File: config.mk
export PLATFORM = sky130hd
export DESIGN_NAME = sync_fifo_flags
export DESIGN_NICKNAME = d
export VERILOG_FILES = /design/src/rtl/sync_fifo_flags.sv
export SDC_FILE = /design/constraint.sdc
export NUM_CORES = 1
export LEC_CHECK = 0
export BUFFER_PORTS_ARGS = -buffer_cell sky130_fd_sc_hd__buf_2
export CORE_MARGIN = 2
export CORE_UTILIZATION = 50
export DETAILED_ROUTE_END_ITERATION = 12
export PLACE_DENSITY_LB_ADDON = 0.12
export SYNTH_ARGS = -nofsm -noshare
export SYNTH_HDL_FRONTEND = slang
export SYNTH_SLANG_ARGS = --single-unit
File: constraint.sdc
create_clock -name clk -period 3.75 [get_ports clk]
set_input_delay 0.75 -clock clk [delete_from_list [all_inputs] [get_ports clk]]
set_output_delay 0.75 -clock clk [all_outputs]
set_load 0.01 [all_outputs]
File: src/rtl/sync_fifo_flags.sv
// Single-clock FIFO with occupancy count, programmable almost-full/almost-empty,
// standard or first-word-fall-through read, and sticky overflow/underflow flags.
module sync_fifo_flags #(
    parameter int WIDTH     = 8,
    parameter int DEPTH     = 16,
    parameter int FWFT      = 0,
    parameter int AF_THRESH = DEPTH - 2,
    parameter int AE_THRESH = 2
) (
    input  logic                       clk,
    input  logic                       reset,
    input  logic                       wr_en,
    input  logic [WIDTH-1:0]           data_in,
    input  logic                       rd_en,
    output logic [WIDTH-1:0]           data_out,
    output logic                       valid,
    output logic                       empty,
    output logic                       full,
    output logic                       almost_empty,
    output logic                       almost_full,
    output logic [$clog2(DEPTH):0]     count,
    output logic                       overflow,
    output logic                       underflow,
    input  logic                       clr_err
);

    localparam int AW = $clog2(DEPTH);
    typedef logic [AW:0] ptr_t;
    localparam ptr_t DEPTH_P = ptr_t'(DEPTH);
    localparam ptr_t AF_P    = ptr_t'(AF_THRESH);
    localparam ptr_t AE_P    = ptr_t'(AE_THRESH);

    // Handshake: a write is taken on a rising edge when wr_en && !full, a read
    // when rd_en && !empty; both use pre-edge state, rejected requests are no-ops.
    ptr_t             wr_ptr;
    ptr_t             rd_ptr;
    logic [WIDTH-1:0] mem [DEPTH];
    logic             wr_accept;
    logic             rd_accept;

    // Pointers carry one extra wrap bit so full and empty stay distinguishable.
    assign count        = wr_ptr - rd_ptr;
    assign empty        = (count == '0);
    assign full         = (count == DEPTH_P);
    assign almost_empty = (count <= AE_P);
    assign almost_full  = (count >= AF_P);
    assign wr_accept    = wr_en && !full;
    assign rd_accept    = rd_en && !empty;

    always_ff @(posedge clk or posedge reset) begin
        if (reset) begin
            wr_ptr <= '0;
            rd_ptr <= '0;
        end else begin
            if (wr_accept) wr_ptr <= wr_ptr + 1'b1;
            if (rd_accept) rd_ptr <= rd_ptr + 1'b1;
        end
    end

    always_ff @(posedge clk) begin
        if (wr_accept) mem[wr_ptr[AW-1:0]] <= data_in;
    end

    // A new error event in the same cycle as clr_err keeps the flag set.
    always_ff @(posedge clk or posedge reset) begin
        if (reset) begin
            overflow  <= 1'b0;
            underflow <= 1'b0;
        end else begin
            if (wr_en && full)  overflow <= 1'b1;
            else if (clr_err)   overflow <= 1'b0;
            if (rd_en && empty) underflow <= 1'b1;
            else if (clr_err)   underflow <= 1'b0;
        end
    end

    generate
        if (FWFT == 0) begin : g_std
            logic [WIDTH-1:0] data_r;
            logic             valid_r;
            always_ff @(posedge clk or posedge reset) begin
                if (reset) begin
                    data_r  <= '0;
                    valid_r <= 1'b0;
                end else begin
                    valid_r <= rd_accept;
                    if (rd_accept) data_r <= mem[rd_ptr[AW-1:0]];
                end
            end
            assign data_out = data_r;
            assign valid    = valid_r;
        end else begin : g_fwft
            // Head word shown directly; forced to zero while empty so reset reads 0.
            assign data_out = empty ? '0 : mem[rd_ptr[AW-1:0]];
            assign valid    = !empty;
        end
    endgenerate

endmodule

==> flow_metrics.tcl <==
set metrics [dict create \
    outcome "complete, no violations" \
    wire_per_inst_um 22.8 \
    initial_core_util_pct 50.7 \
    yosysUniqueCellTypes 34 \
    synth_nets 335 \
    h-tree-depth 4 \
    grt_max_degree 36 \
    grt_pass1_wl_mm 18.3 \
    port_buffers 32 \
    drive_above_1_share_pct 32.2 \
    cp.arrival_ns 2.77 \
    fp.dieH_um 114 \
    fp-row-count 40 \
    grtUsageTotal_pct 20.2 \
    num_vias 2952 \
    clock_latency_ns 0.41 \
    drtIter0Drc 317 \
    nFillCells 885 \
    irDropWorstVdd_uv 451 \
    dr.pass1.iters 4 \
    diodes 0 \
    die_width_um 114 \
    cts_sinks 149 \
    avgSynthCellArea_sq_um 19.3 \
    crit_type "flip-flop to primary output" \
    power_leakage_nw 2.46 \
    clk_path_buf_depth 2 \
    postCtsHoldBufs 0 \
    whs_ns 0.493 \
    io_pins 33 \
    end_kind "primary output" \
    start_kind "flip-flop" \
    path_clk_slew_ns 0.06 \
    fin_util_pct 58.3 \
    p_per_area_nw_per_um2 879 \
    cp_max_fo 8 \
    ys_seq_elements 149 \
    drt-total-wl_mm 11.9 \
    drv_slew 0 \
    first_global_vias 2953 \
    hold_path.class "flip-flop to flip-flop" \
    synth-seq-area-share_pct 72.7 \
    fmax_ghz 0.284 \
    postRouteAntennaNets 0 \
    finalCriticalPeriod_ns 3.52 \
    hold_depth 1 \
    synth_warnings 0 \
    worstMarginPinSlew_ns 0.908 \
    syn-instance-count 312 \
    fin_worst_skew_ns 0.00797 \
    setup-violations-final 0 \
    cts_buffers 17 \
    cts_root_buf "clkbuf_16" \
    drc 0 \
    final_common_cell "edfxtp_1" \
    antenna_found_initial 0 \
    core_sq_um 11900 \
    grt-ovfl-total 0 \
    die_area_sq_um 12900 \
    final_cell_mix "128 x edfxtp_1, 32 x mux4_2, 32 x buf_2" \
    tritoncts "done" \
    final.setup.tns_ns 0 \
    gp_congestion 0.765 \
    period_share_pct 93.8 \
    dp_hpwl_mm 7.71 \
    area_delta_synth_final_pct 15.2 \
    nets 383 \
    relSlewSlack_pct 39.4 \
    netlist_area_sq_um 6010 \
    via_per_inst 5.68 \
    rsz0062_at_grt "no" \
    worst_ep_required_time_ns 3.00 \
    hold_viol 0 \
    cap_violations 0 \
    reg2regPathDepth 9 \
]
[worst max-delay path, stage by stage, from the launching register on]
cell and delay, ns:
dfrtp_1 0.42, inv_2 0.11, ha_1 0.16, inv_1 0.05, fa_1 0.39, a21o_1 0.20, a21oi_2 0.18, xor2_2 0.20
inv_2 0.12, a2111oi_2 0.32, buf_2 0.18
[cells in the mapped netlist]
cell | count | area (sq um)
nand2_1 | 7 | 26.3
mux4_2 | 32 | 721
nor2b_1 | 2 | 12.5
a21oi_1 | 6 | 30.0
clkbuf_1 | 4 | 15.0
mux2_4 | 1 | 15.0
a21oi_2 | 1 | 8.76
xor2_2 | 1 | 16.3
nand3_1 | 2 | 10.0
mux2i_1 | 1 | 10.0
fa_1 | 1 | 20.0
a21o_1 | 1 | 7.51
nand4_1 | 3 | 18.8
mux2_2 | 10 | 113
buf_6 | 2 | 22.5
o22ai_1 | 16 | 100
edfxtp_1 | 128 | 3840
and3_1 | 12 | 75.1
ha_1 | 9 | 113
buf_2 | 4 | 20.0
nor2_1 | 12 | 45.0
inv_1 | 11 | 41.3
nand2b_1 | 1 | 6.26
inv_2 | 1 | 3.75
xor2_1 | 5 | 43.8
xnor2_1 | 6 | 52.6
dfrtp_1 | 21 | 526
a21boi_2 | 1 | 11.3
and2_1 | 4 | 25.0
o2bb2ai_1 | 1 | 8.76
o21ai_2 | 1 | 8.76
nor4_1 | 2 | 12.5
a22o_1 | 2 | 17.5
a2111oi_0 | 1 | 8.76
[cells by family (layout without fill, tap and decap cells)]
group                    count (synthesis)  in the layout  share of synthesized area, %
flip-flops                             149            149                          72.7
adder cells (fa/ha/maj)                 10             10                          2.21
AO/OA/AOI/OAI                           30             30                          3.35
XOR/XNOR                                12             12                          1.87
buffers and inverters                   22             83                          1.71
multiplexers                            44             44                          14.3
AND/OR/NAND/NOR                         45             45                          3.85
[layout make-up]
| type | count | area (sq um) | share of cell area (%) |
|---|---|---|---|
| Clock buffer | 18 | 429 | 6.20 |
| Timing Repair Buffer | 39 | 213 | 3.07 |
| Tap cell | 147 | 184 | 2.66 |
| Multi-Input combinational cell | 141 | 1540 | 22.3 |
| Clock inverter | 14 | 136 | 1.97 |
| Sequential cell | 149 | 4370 | 63.2 |
| Inverter | 12 | 45.0 | 0.651 |
[path summary, 6_finish.rpt]
kind                                       start  slack, ns               endpoint
max reg2reg                wr_ptr[0]$_DFFE_PP0P_       0.43    mem[9][7]$_DFFE_PP_
min in group asynchronous                  reset       0.53  underflow$_DFFE_PP0P_
max                        wr_ptr[0]$_DFFE_PP0P_       0.23           almost_empty
min reg2reg                rd_ptr[4]$_DFFE_PP0P_       0.49  rd_ptr[4]$_DFFE_PP0P_
max in group asynchronous                  reset       2.61  rd_ptr[0]$_DFFE_PP0P_
min                        rd_ptr[4]$_DFFE_PP0P_       0.49  rd_ptr[4]$_DFFE_PP0P_
[per-stage QoR]
stage / area, sq um / std cells / worst slack (ns) / power, mW
floorplan: 6010 / 312 / 0.317 / 3.74
detailed placement: 6330 / 485 / 0.362 / 4.41
global placement: 6330 / 485 / 0.437 / 4.39
finish: 6920 / 520 / 0.233 / 6.08
global route: 6920 / 520 / 0.0198 / 6.42
CTS: 6890 / 517 / 0.0171 / 6.02
[sequential cells by signal, indices dropped and copies added, names as in the netlist]
signal     flops
data_out       8
mem          128
overflow       1
rd_ptr         5
underflow      1
valid          1
wr_ptr         5
[power by group]
| part | leakage (nW) | total, mW | switching, mW | internal, mW |
|---|---|---|---|---|
| registers | 1.40 | 2.20 | 0.125 | 2.07 |
| clock network | 0.269 | 1.60 | 0.627 | 0.971 |
| logic | 0.793 | 2.29 | 1.29 | 0.998 |
[timing repair]
action | CTS | global route
setup endpoints to repair | 0 | 1
buffers inserted | 0 | 3
gates resized for setup | 0 | 3
[metal layers]
metal	vias up	global-route usage (%)	part of all wire [%]
met4	0	7.80	1.8
met5	-	0	0
met1	1498	31.5	46
met3	16	4.25	6.0
met2	87	28.4	46
li1	1351	-	-
Note: power is estimated with default switching activity, not from simulation.
